===== src/rtl/alu_pkg.sv =====
// Shared definitions for the ALU arbiter: opcodes, default widths and FSM states.
package alu_pkg;

    localparam int DATA_W = 16;
    localparam int OP_W   = 2;

    localparam logic [1:0] ALU_ADD = 2'b00;
    localparam logic [1:0] ALU_SUB = 2'b01;
    localparam logic [1:0] ALU_AND = 2'b10;
    localparam logic [1:0] ALU_OR  = 2'b11;

    typedef enum logic [1:0] {
        ST_IDLE = 2'b00,
        ST_EXEC = 2'b01,
        ST_RESP = 2'b10
    } alu_arb_state_t;

endpackage


===== src/rtl/alu_arbiter_rr_pick2.sv =====
// Two-way round-robin winner select: a lone requester wins, a tie goes to the
// requester that was not granted last.
module rr_pick2 (
    input  logic [1:0] i_req_valid,
    input  logic       i_last_grant,
    output logic       o_winner,
    output logic       o_any
);

    // NOTE: every output of an always_comb gets a default first so no path
    // leaves it unassigned and a latch is never inferred.
    always_comb begin
        o_winner = 1'b0;
        o_any    = |i_req_valid;
        case (i_req_valid)
            2'b01:   o_winner = 1'b0;
            2'b10:   o_winner = 1'b1;
            2'b11:   o_winner = ~i_last_grant;
            default: o_winner = 1'b0;
        endcase
    end

endmodule


===== src/rtl/alu_arbiter.sv =====
// Round-robin arbiter/sequencer sharing one combinational ALU between two
// requesters. Optional macro ALU_ARBITER_LOCK_EN adds req_lock to hold priority.
module alu_arbiter #(
    parameter int DATA_W = alu_pkg::DATA_W,
    parameter int OP_W   = alu_pkg::OP_W
) (
    input  logic              clk,
    input  logic              rst_n,
    input  logic [1:0]        req_valid,
    output logic [1:0]        req_ready,
    input  logic [OP_W-1:0]   req0_op,
    input  logic [OP_W-1:0]   req1_op,
    input  logic [DATA_W-1:0] req0_a,
    input  logic [DATA_W-1:0] req0_b,
    input  logic [DATA_W-1:0] req1_a,
    input  logic [DATA_W-1:0] req1_b,
`ifdef ALU_ARBITER_LOCK_EN
    input  logic [1:0]        req_lock,
`endif
    output logic [1:0]        resp_valid,
    input  logic [1:0]        resp_ready,
    output logic [DATA_W-1:0] resp_data,
    output logic              resp_z,
    output logic              resp_agb,
    output logic              resp_bga,
    output logic [DATA_W-1:0] alu_a,
    output logic [DATA_W-1:0] alu_b,
    output logic [OP_W-1:0]   alu_op,
    input  logic [DATA_W-1:0] alu_result,
    input  logic              alu_z,
    input  logic              alu_agb,
    input  logic              alu_bga,
    output logic              busy
);

    import alu_pkg::*;

    alu_arb_state_t      r_state;
    alu_arb_state_t      w_state_nxt;
    logic                r_owner;
    logic                r_last_grant;
    logic [DATA_W-1:0]   r_alu_a;
    logic [DATA_W-1:0]   r_alu_b;
    logic [OP_W-1:0]     r_alu_op;
    logic [DATA_W-1:0]   r_resp_data;
    logic                r_resp_z;
    logic                r_resp_agb;
    logic                r_resp_bga;
    logic [1:0]          r_resp_valid;
    logic                w_winner;
    logic                w_any;
    logic                w_accept;
    logic                w_resp_done;
    logic                w_hold_grant;

    rr_pick2 u_pick (
        .i_req_valid  (req_valid),
        .i_last_grant (r_last_grant),
        .o_winner     (w_winner),
        .o_any        (w_any)
    );

    assign w_accept    = (r_state == ST_IDLE) && w_any;
    assign w_resp_done = (r_state == ST_RESP) && resp_ready[r_owner];

`ifdef ALU_ARBITER_LOCK_EN
    logic r_lock;

    always_ff @(posedge clk or negedge rst_n) begin
        if (!rst_n) begin
            r_lock <= 1'b0;
        end else if (w_accept) begin
            r_lock <= req_lock[w_winner];
        end
    end

    assign w_hold_grant = r_lock;
`else
    assign w_hold_grant = 1'b0;
`endif

    // NOTE: sequential state uses non-blocking assignments so every register
    // samples pre-edge values regardless of block evaluation order.
    always_ff @(posedge clk or negedge rst_n) begin
        if (!rst_n) begin
            r_state <= ST_IDLE;
        end else begin
            r_state <= w_state_nxt;
        end
    end

    always_comb begin
        w_state_nxt = r_state;
        req_ready   = 2'b00;
        case (r_state)
            ST_IDLE: begin
                if (w_any) begin
                    req_ready[w_winner] = 1'b1;
                    w_state_nxt         = ST_EXEC;
                end
            end
            ST_EXEC: w_state_nxt = ST_RESP;
            ST_RESP: if (w_resp_done) w_state_nxt = ST_IDLE;
            default: w_state_nxt = ST_IDLE;
        endcase
    end

    // NOTE: every datapath register is reset so a mid-operation reset drops
    // the in-flight operation without leaving stale responses behind.
    always_ff @(posedge clk or negedge rst_n) begin
        if (!rst_n) begin
            r_owner      <= 1'b0;
            r_last_grant <= 1'b1;
            r_alu_a      <= '0;
            r_alu_b      <= '0;
            r_alu_op     <= '0;
            r_resp_data  <= '0;
            r_resp_z     <= 1'b0;
            r_resp_agb   <= 1'b0;
            r_resp_bga   <= 1'b0;
            r_resp_valid <= 2'b00;
        end else begin
            if (w_accept) begin
                r_owner  <= w_winner;
                r_alu_op <= w_winner ? req1_op : req0_op;
                r_alu_a  <= w_winner ? req1_a  : req0_a;
                r_alu_b  <= w_winner ? req1_b  : req0_b;
            end
            if (r_state == ST_EXEC) begin
                r_resp_data  <= alu_result;
                r_resp_z     <= alu_z;
                r_resp_agb   <= alu_agb;
                r_resp_bga   <= alu_bga;
                r_resp_valid <= r_owner ? 2'b10 : 2'b01;
            end
            if (w_resp_done) begin
                r_resp_valid <= 2'b00;
                // A locked owner keeps tie priority for its follow-up operation.
                if (!w_hold_grant) begin
                    r_last_grant <= r_owner;
                end
            end
        end
    end

    assign alu_a      = r_alu_a;
    assign alu_b      = r_alu_b;
    assign alu_op     = r_alu_op;
    assign resp_data  = r_resp_data;
    assign resp_z     = r_resp_z;
    assign resp_agb   = r_resp_agb;
    assign resp_bga   = r_resp_bga;
    assign resp_valid = r_resp_valid;
    assign busy       = (r_state != ST_IDLE);

endmodule


===== config.mk =====
export PLATFORM = sky130hd
export DESIGN_NAME = alu_arbiter
export DESIGN_NICKNAME = d
export VERILOG_FILES = /design/src/rtl/alu_pkg.sv /design/src/rtl/alu_arbiter_rr_pick2.sv /design/src/rtl/alu_arbiter.sv
export SDC_FILE = /design/constraint.sdc
export NUM_CORES = 1
export LEC_CHECK = 0
export ABC_AREA = 1
export ABC_CLOCK_PERIOD_IN_PS = 2100
export CORE_MARGIN = 1.5
export CORE_UTILIZATION = 40
export DETAILED_ROUTE_END_ITERATION = 7
export PLACE_DENSITY = 0.81
export SLEW_MARGIN = 20
export SYNTH_ARGS = -nofsm -noshare
export SYNTH_HDL_FRONTEND = slang
export SYNTH_SLANG_ARGS = --single-unit
export TNS_END_PERCENT = 5

===== constraint.sdc =====
create_clock -name clk -period 2.1 [get_ports clk]
set_input_delay 0.21 -clock clk [delete_from_list [all_inputs] [get_ports clk]]
set_output_delay 0.21 -clock clk [all_outputs]
set_load 0.005 [all_outputs]

==> reports/metrics.yaml, run 1 <==
outcome:
  status: "finished clean"
die:
  num_io_pins: 151
  die_w_um: 87.73
  dieArea_mm2: 0.007696
  rows: 30
  die_h_um: 87.73
  start_util_pct: 41.80
  core_area_mm2: 0.006869
layout:
  layout-drive-gt1-share_pct: 5.714
  diodes: 0
  fillers: 585
  final_cell_mix: "nand2_1, clkdlybuf4s50_1, dfrtp_1"
  layout.cells.non_filler: 621
  areaGrowthSynthToFinish_pct: 61.44
  nets: 613
  final_common_cell: "nand2_1"
synth:
  synth-seq-area-share_pct: 51.46
  yosysTopAreaCell: "dfrtp_1"
  synth_seq_cells: 59
  syn_nets: 463
  yosys-top-cells-area: "dfrtp_1, nand2_1, nand3_1, nand3b_1, inv_1"
  synth.top_cell.area_share_pct: 50.54
  synth_area_per_cell_um2: 7.761
  ys_types: 19
  synthesis.area_mm2: 0.002872
  syn_inst: 370
  synth_warnings: 0
sta:
  setup_viol_count_final: 0
  tns_ns: 0
  final.setup_skew_ns: 0.006734
  maxSlewViolCount: 0
  worst_slew_pin_slew_ns: 0.5937
  fin_crit_sh_pct: 91.37
  hold_violations: 0
  rsz0062_at_grt: "no"
  max_slew_margin_pct: 60.38
  final.min_clock_period_ns: 1.919
  clock.fmax_ghz: 0.5212
power_and_ir_drop:
  swShare_pct: 34.34
  p_sw_uw: 2000
  p_int_uw: 3825
  power.leakage_uw: 0.002312
  power.density_mw_per_mm2: 1257
  clkPwrFrac_pct: 17.7
  max-vdd-ir-drop_uv: 673.9
  seqPwrFrac_pct: 34.6
  p_comb_share_pct: 47.7
global_route:
  grt_use_total_pct: 20.99
  grt.busiest_layer: "met2"
  grt_use_met2_pct: 35.46
  grt-ovfl-total: 0
  grt_pass1_wl_um: 12420
  use_met1_pct: 25.20
  grtUsageMet3_pct: 6.692
  grt_start_max_net_pins: 41
  antenna_found_initial: 0
  grt_pass1_vias: 2735
worst_setup_path:
  crit_fanout: 4
  cp.arrival_ns: 1.71
  crit_path_start_kind: "flip-flop"
  r2r_start: "r_last_grant"
  crit_required_ns: 1.89
  critPathKind: "reg2out"
  r2r_slack_ns: 0.68
  r2r_end: "alu_b[4]"
  reg2reg_depth: 6
  critPathCaptureType: "primary output"
clocking:
  clk_pin_slew_worst_paths_ns: 0.07
  cts_resized: 0
  htree_levels: 3
  root_buffer: "clkbuf_8"
  insertion_delay_ns: 0.33
  cts_tree: "yes"
  cts_buffer_depth: 2
  cts_buffers: 9
  cts.sinks: 59
route:
  drtIter0Drc: 101
  first_pass_iters: 4
  drc: 0
  post_drt_wl_per_cell_um: 12.79
  routed-via-count: 2894
  wl_um: 7941
  via_per_inst: 4.660
  ant_nets: 0
place:
  io_buffers: 150
  routabilityCongestion: 0.7949
  place_inst: 604
  dp_hpwl_um: 5612
job:
  maxCapViolations: 0
min_path:
  hold_path.class: "in2async"
## critical path, cell delays in order (launching register included)
cell and delay (ns):
dfrtp_1 0.36, inv_1 0.12, nand2_2 0.13, nor2_8 0.12, inv_4 0.04, a21oi_2 0.11, clkdlybuf4s50_1 0.52
## how the worst max path moves through the flow
stage	from	to	slack [ns]	cells past startpoint
after floorplan	r_state[1]	req_ready[0]	0.88	6
after global placement	req_valid[1]	req_ready[0]	0.21	6
after detailed placement	req_valid[1]	req_ready[0]	0.19	6
after CTS	r_state[1]	req_ready[0]	0.16	6
after global routing	r_state[1]	req_ready[0]	0.1	6
final	r_state[1]	req_ready[0]	0.18	6
## power by group through the flow
stage	combinational [µW]	sequential (µW)	clock [µW]
5_1_grt	3090	2080	1100
3_5_place_dp	2810	2020	0
4_1_cts	2830	2020	1050
2_1_floorplan	1240	2050	0
3_3_place_gp	2740	2010	0
6_report	2780	2020	1030
## area by class of cell
type | instances | area (µm²) | area share, %
Sequential cell | 59 | 1478 | 31.88
Inverter | 27 | 103.9 | 2.240
Timing Repair Buffer | 159 | 1579 | 34.06
Clock buffer | 14 | 162.7 | 3.509
Multi-Input combinational cell | 264 | 1157 | 24.97
Tap cell | 96 | 120.1 | 2.591
Clock inverter | 2 | 35.03 | 0.7557
## synth_stat cells
| cell | n |
|---|---|
| nand3b_1 | 21 |
| buf_6 | 4 |
| dfrtp_1 | 58 |
| buf_4 | 6 |
| nand3_1 | 37 |
| dfstp_2 | 1 |
| o21ai_0 | 1 |
| buf_1 | 1 |
| nand2_1 | 196 |
| inv_4 | 1 |
| clkbuf_1 | 5 |
| buf_2 | 4 |
| a21oi_2 | 1 |
| nor2_8 | 1 |
| nand2_2 | 3 |
| o21bai_1 | 1 |
| nor2_1 | 2 |
| inv_1 | 26 |
| nor2_4 | 1 |
## cell families (layout without fill, tap and decap cells)
group | Yosys count | in the layout | synth area share [%]
and+or+nand+nor | 261 | 261 | 39.56
DFF | 59 | 59 | 51.46
buffers and inverters | 47 | 202 | 8.235
AOI/OAI and AO/OA | 3 | 3 | 0.7407
## flip-flops by register name (all words and copies together) (netlist names)
| register | count |
|---|---|
| alu_a | 16 |
| alu_b | 16 |
| alu_op | 2 |
| r_last_grant | 1 |
| r_owner | 1 |
| r_state | 2 |
| resp_agb | 1 |
| resp_bga | 1 |
| resp_data | 16 |
| resp_valid | 2 |
| resp_z | 1 |
## metal layers
metal,up-vias,wire length [µm]
met5,-,0
met4,0,82
met3,8,672
met2,112,3638
met1,1343,3547
li1,1431,-
## repair_timing
| action | CTS | global route |
|---|---|---|
| hold buffers | 1 | 0 |
| hold endpoints to repair | 19 | 0 |
| buffers inserted | 0 | 0 |
## per-stage QoR
step                area, µm²  util [%]  total power (µW)  hold WS, ns  setup slack (ns)
CTS                      4636     67.49              5896       0.3767            0.1558
finish                   4636     67.49              5825       0.3795            0.1812
detailed placement       4428     64.46              4829       0.1886            0.1903
global placement         4428     64.46              4744       0.1751            0.2075
floorplan                2872         -              3285     -0.08559            0.8765
global route             4636     67.49              6274       0.4071           0.09683
(Power assumes the default switching activity.)
==> run 2: changes to the inputs <==
- CORE_ASPECT_RATIO: default -> 1.25
- GPL_ROUTABILITY_DRIVEN: default -> 0
==> run 2 against run 1 <==
Maximum frequency fell by 2.2%. Non-clock buffer count rose by 2. Clock skew increased by 0.0039 ns. Register-to-register slack gained 0.02 ns. Largest power group unchanged. Highest routed layer unchanged. Flip-flop and latch count is the same. Critical path type is now in2out. Cell area fell by 0.76%. First-iteration DRC count is 2.0% lower.
==> reports/metrics.yaml, run 2 (same netlist as run 1, synthesis figures left out) <==
global_route:
  grt_start_max_net_pins: 37  # -9.8%
  grt_pass1_vias: 2887  # +5.6%
  antenna_found_initial: 0  # unchanged
  grt-ovfl-total: 0  # unchanged
  grt_pass1_wl_um: 13280  # +6.9%
  grt_use_total_pct: 22.10  # +1.1 points
layout:
  final_cell_mix: "nand2_1, clkdlybuf4s50_1, dfrtp_1"
  nets: 615  # +0.33%
  areaGrowthSynthToFinish_pct: 60.22
  multi_input_area_mm2: 0.001157  # unchanged
  diodes: 0  # unchanged
  final_common_cell: "nand2_1"
  seq_area_mm2: 0.001478  # unchanged
  layout-drive-gt1-share_pct: 6.464  # +0.75 points
  fillers: 605  # +3.4%
worst_setup_path:
  crit_required_ns: 1.89  # about the same
  cp_cell_sequence: "clkdlybuf4s50_1 -> buf_4 -> nand2_2 -> nor2_1 -> clkdlybuf4s50_1"
  r2r_end: "alu_b[4]"
  reg2reg_depth: 6  # unchanged
  crit_fanout: 7  # +3
  crit_end: "req_ready[1]"
  critPathCaptureType: "primary output"
  crit_top_cell: "clkdlybuf4s50_1"
  critPathKind: "in2out"
  crit_path_start_kind: "input port"
  r2r_slack_ns: 0.70  # +0.02 ns
  crit_start: "req_valid[1]"
  r2r_start: "r_last_grant"
  cp.arrival_ns: 1.75  # +0.04 ns
  slowest_stage: "clkdlybuf4s50_1"
  cpPeakStageDelay_ns: 0.58  # +0.06 ns
place:
  dp_hpwl_um: 5915  # +5.4%
  io_buffers: 150  # unchanged
clocking:
  cts.sinks: 59  # unchanged
  post_cts_buffers: 0  # unchanged
  insertion_delay_ns: 0.33  # about the same
  hold_buffers: 1  # unchanged
  cts_buffer_depth: 2  # unchanged
  clk_pin_slew_worst_paths_ns: 0.07  # about the same
  cts_buffers: 9  # unchanged
  root_buffer: "clkbuf_8"
  cts_tree: "yes"
  cts_resized: 0  # unchanged
  htree_levels: 3  # unchanged
route:
  first_pass_iters: 4  # unchanged
  drc: 0  # unchanged
  drtIter0Drc: 99  # -2.0%
  wl_um: 8026  # +1.1%
  routed-via-count: 2882  # -0.41%
  ant_nets: 0  # unchanged
  via_per_inst: 4.679  # +0.39%
  post_drt_wl_per_cell_um: 13.03  # +1.9%
power_and_ir_drop:
  power.density_mw_per_mm2: 1228  # -2.2%
  power.leakage_uw: 0.002300  # -0.51%
  max-vdd-ir-drop_uv: 571.6  # -15%
  power_uw: 5651  # -3.0%
die:
  die_h_um: 97.73  # +11%
  rows: 34  # +13%
  start_util_pct: 41.16  # -0.64 points
  num_io_pins: 151  # unchanged
  dieArea_mm2: 0.007699  # about the same
  die_w_um: 78.78  # -10%
  core_area_mm2: 0.006977  # +1.6%
sta:
  rsz0062_at_grt: "no"
  maxSlewViolCount: 0  # unchanged
  tns_ns: 0  # unchanged
  hold_violations: 0  # unchanged
  clock.fmax_ghz: 0.5099  # -2.2%
  worst_slew_pin_slew_ns: 0.7705  # +0.1769 ns
  fin_crit_sh_pct: 93.39  # +2.0 points
  setup_viol_count_final: 0  # unchanged
  max_slew_margin_pct: 48.63  # -12 points
  final.setup_skew_ns: 0.01063  # +0.003891 ns
  final.min_clock_period_ns: 1.961  # +0.04237 ns
outcome:
  status: "finished clean"
job:
  maxCapViolations: 0  # unchanged
min_path:
  hold_path.class: "in2reg"
  hold_depth: 3
run 2: changes by cell type in the layout (fill, tap and decap cells not counted), sizes merged:
cell / previous run / this run
buf: 9 / 11
clkinvlp: 0 / 2
bufinv: 1 / 0
clkbuf: 14 / 10
clkinv: 1 / 3
run 2: final cells by class:
class | count | area share [%]
Clock buffer | 10 | 2.992
Clock inverter | 5 | 0.6527
Inverter | 27 | 2.257
Multi-Input combinational cell | 264 | 25.16
Sequential cell | 59 | 32.12
Tap cell | 90 | 2.448
Timing Repair Buffer | 161 | 34.38
run 2: worst min-delay path by stage:
stage	from	end	slack (ns)
2_1_floorplan	rst_n	alu_a[0]	-0.09
3_3_place_gp	rst_n	resp_data[1]	0.32
3_5_place_dp	rst_n	resp_data[1]	0.33
4_1_cts	alu_result[3]	resp_data[3]	0.41
5_1_grt	alu_result[2]	resp_data[2]	0.43
6_report	alu_result[3]	resp_data[3]	0.42
run 2: metrics by stage:
stage	instances	setup WS, ns	hold WS, ns	util [%]	instance area [µm²]
after floorplan	370	0.8765	-0.08559	-	2872
after global placement	600	0.1733	0.3199	63.40	4423
after detailed placement	600	0.1510	0.3308	63.40	4423
after CTS	616	0.1404	0.4066	65.94	4601
after global routing	616	0.08077	0.4267	65.94	4601
final	616	0.1389	0.4156	65.94	4601
run 2: per-layer routing:
metal | track usage (%) | routed length (µm) | share of wire (%)
met5 | 0 | 0 | 0
met4 | 8.929 | 145 | 1.8
met3 | 4.579 | 516 | 6.4
met2 | 39.26 | 4147 | 52
met1 | 25.61 | 3216 | 40
run 2: critical path, delay by kind of cell:
kind          cells  cell delay [ns]
buf+inv           3             1.31
simple gates      2             0.22
run 2: report_power, final:
group / total (µW) / internal, µW / leakage (µW) / switching [µW]
combinational: 2770 / 1500 / 0.00149 / 1270
sequential: 2010 / 1710 / 0.000723 / 306
clock: 868 / 446 / 0.0000839 / 422
==> run 3: changes to the inputs <==
- ABC_CLOCK_PERIOD_IN_PS: 2100 -> 1900
- clock period: 2.1 -> 1.9 ns (I/O delays scaled with it)
==> run 3 against run 2 <==
First-iteration DRC count increased by 52%. Clock skew shrank 0.0022 ns. Non-clock buffer count is the same. Core utilization grew 0.45 points. Register-to-register slack got worse by 0.23 ns. Critical endpoint unchanged. Highest routed layer unchanged.
==> reports/metrics.yaml, run 3 (same netlist as run 1, synthesis figures left out) <==
outcome:
  status: "finished clean"
place:
  dp_hpwl_um: 5870  # -0.76%
  placed_cell_area_mm2: 0.004436  # +0.28%
  io_buffers: 150  # unchanged
  pre_cts_ws_ns: 0.006786  # -0.1442 ns
layout:
  finish.utilization_pct: 66.39  # +0.45 points
  layout-drive-gt1-share_pct: 6.641  # +0.18 points
  stdcell_area_mm2: 0.004632  # +0.68%
  final_cell_mix: "nand2_1, clkdlybuf4s50_1, dfrtp_1"
  fillers: 607  # +0.33%
  nets: 615  # unchanged
  areaGrowthSynthToFinish_pct: 61.31
  diodes: 0  # unchanged
  final_common_cell: "nand2_1"
route:
  drtIter0Drc: 150  # +52%
  drc: 0  # unchanged
  first_pass_iters: 4  # unchanged
  ant_nets: 0  # unchanged
  wl_um: 8055  # +0.36%
  via_per_inst: 4.700  # +0.46%
  routed-via-count: 2900  # +0.62%
  post_drt_wl_per_cell_um: 13.06  # +0.20%
sta:
  layout_setup_ws_ns: 0.1001  # -0.03881 ns
  clock.fmax_ghz: 0.5556
  worst_slew_pin_slew_ns: 0.5998  # -0.1707 ns
  maxSlewViolCount: 0  # unchanged
  setup_viol_count_final: 0  # unchanged
  max_slew_margin_pct: 60.01  # +11 points
  rsz0062_at_grt: "no"
  hold_violations: 0  # unchanged
  final.min_clock_period_ns: 1.800
  tns_ns: 0  # unchanged
  fin_crit_sh_pct: 94.73
  final.setup_skew_ns: 0.008376  # -0.002249 ns
die:
  rows: 34  # unchanged
  die_h_um: 97.73  # unchanged
  core_area_mm2: 0.006977  # unchanged
  dieArea_mm2: 0.007699  # unchanged
  start_util_pct: 41.16  # unchanged
  num_io_pins: 151  # unchanged
  die_w_um: 78.78  # unchanged
worst_setup_path:
  r2r_start: "r_last_grant"
  crit_required_ns: 1.71  # -0.18 ns
  r2r_end: "alu_a[4]"
  critPathCaptureType: "primary output"
  critPathKind: "reg2out"
  cpPeakStageDelay_ns: 0.53  # -0.05 ns
  crit_path_start_kind: "flip-flop"
  cp_cell_sequence: "inv_1 -> nand2_4 -> nor2_1 -> clkdlybuf4s50_1"
  slowest_stage: "clkdlybuf4s50_1"
  reg2reg_depth: 7  # +1
  r2r_slack_ns: 0.47  # -0.23 ns
  cp.arrival_ns: 1.61  # -0.14 ns
  crit_fanout: 4  # -3
job:
  maxCapViolations: 0  # unchanged
clocking:
  cts_tree: "yes"
  clk_pin_slew_worst_paths_ns: 0.06  # about the same
  insertion_delay_ns: 0.32  # about the same
  htree_levels: 3  # unchanged
  post_cts_buffers: 0  # unchanged
  root_buffer: "clkbuf_8"
  cts_buffers: 9  # unchanged
  cts.sinks: 59  # unchanged
  cts_buffer_depth: 2  # unchanged
global_route:
  grt_pass1_wl_um: 13460  # +1.3%
  grt-ovfl-total: 0  # unchanged
  grt_pass1_vias: 2915  # +0.97%
  grt_use_total_pct: 22.36  # +0.26 points
  grt_start_max_net_pins: 37  # unchanged
  antenna_found_initial: 0  # unchanged
min_path:
  hold_path.class: "in2async"
power_and_ir_drop:
  power.leakage_uw: 0.002324  # +1.0%
  power.density_mw_per_mm2: 1359  # +11%
  max-vdd-ir-drop_uv: 669.4  # +17%
  power_uw: 6295  # +11%
==> run 3: changes by cell type in the layout (fill, tap and decap cells not counted), sizes merged <==
cell           previous run  this run
clkbuf                   10        12
clkdlybuf4s50           149       147
clkinv                    3         2
dlygate4sd2               0         1
dlymetal6s2s              0         1
==> run 3: final cells by class <==
class                   instances  area (µm²)  share of cell area, %
flip-flops and latches         59        1478                  31.90
multi-input cells             264        1162                  25.09
inverters                      27       103.9                  2.242
clock buffers                  12       155.1                  3.350
repair buffers                161        1595                  34.44
clock inverters                 4       25.02                 0.5402
well taps                      90       112.6                  2.431
==> run 3: repair_timing <==
action | CTS | global route
setup endpoints to repair | 1 | 1
gates cloned | 0 | 0
hold buffers | 1 | 0
gates resized for setup | 3 | 1
endpoints found under the hold margin | 21 | 0
==> run 3: power by group <==
group          switching, µW  internal (µW)
Combinational           1410           1660
Clock                    461            540
Sequential               333           1890
Total                   2200           4090
==> run 3: worst max path at each step <==
stage	endpoint	from	slack [ns]	cells after the start
floorplan	req_ready[0]	r_state[1]	0.70	6
global placement	req_ready[1]	req_valid[1]	0.01	5
detailed placement	req_ready[1]	req_valid[1]	0.007	5
CTS	req_ready[1]	req_valid[1]	0.007	5
global route	req_ready[1]	r_state[0]	0.009	4
finish	req_ready[1]	r_state[0]	0.10	4
==> run 3: routing by layer <==
| layer | up-vias | routed length, µm | share of wire, % | GRT usage, % |
|---|---|---|---|---|
| met4 | 0 | 129 | 1.6 | 7.418 |
| met2 | 96 | 4197 | 52 | 40.32 |
| met5 | - | 0 | 0 | 0 |
| met3 | 10 | 455 | 5.6 | 5.047 |
| li1 | 1441 | - | - | - |
| met1 | 1353 | 3272 | 41 | 25.80 |
==> run 3: worst max-delay path: cells and delay by family (launching register included) <==
kind          cells  cell delay [ns]
simple gates      2             0.26
flops             1             0.40
buf+inv           2             0.63
==> run 3: through the flow <==
stage / std cells / hold slack (ns)
after global placement: 600 / 0.2191
after detailed placement: 600 / 0.2244
after floorplan: 370 / -0.1056
final: 617 / 0.4052
after CTS: 617 / 0.3908
after global routing: 617 / 0.4129
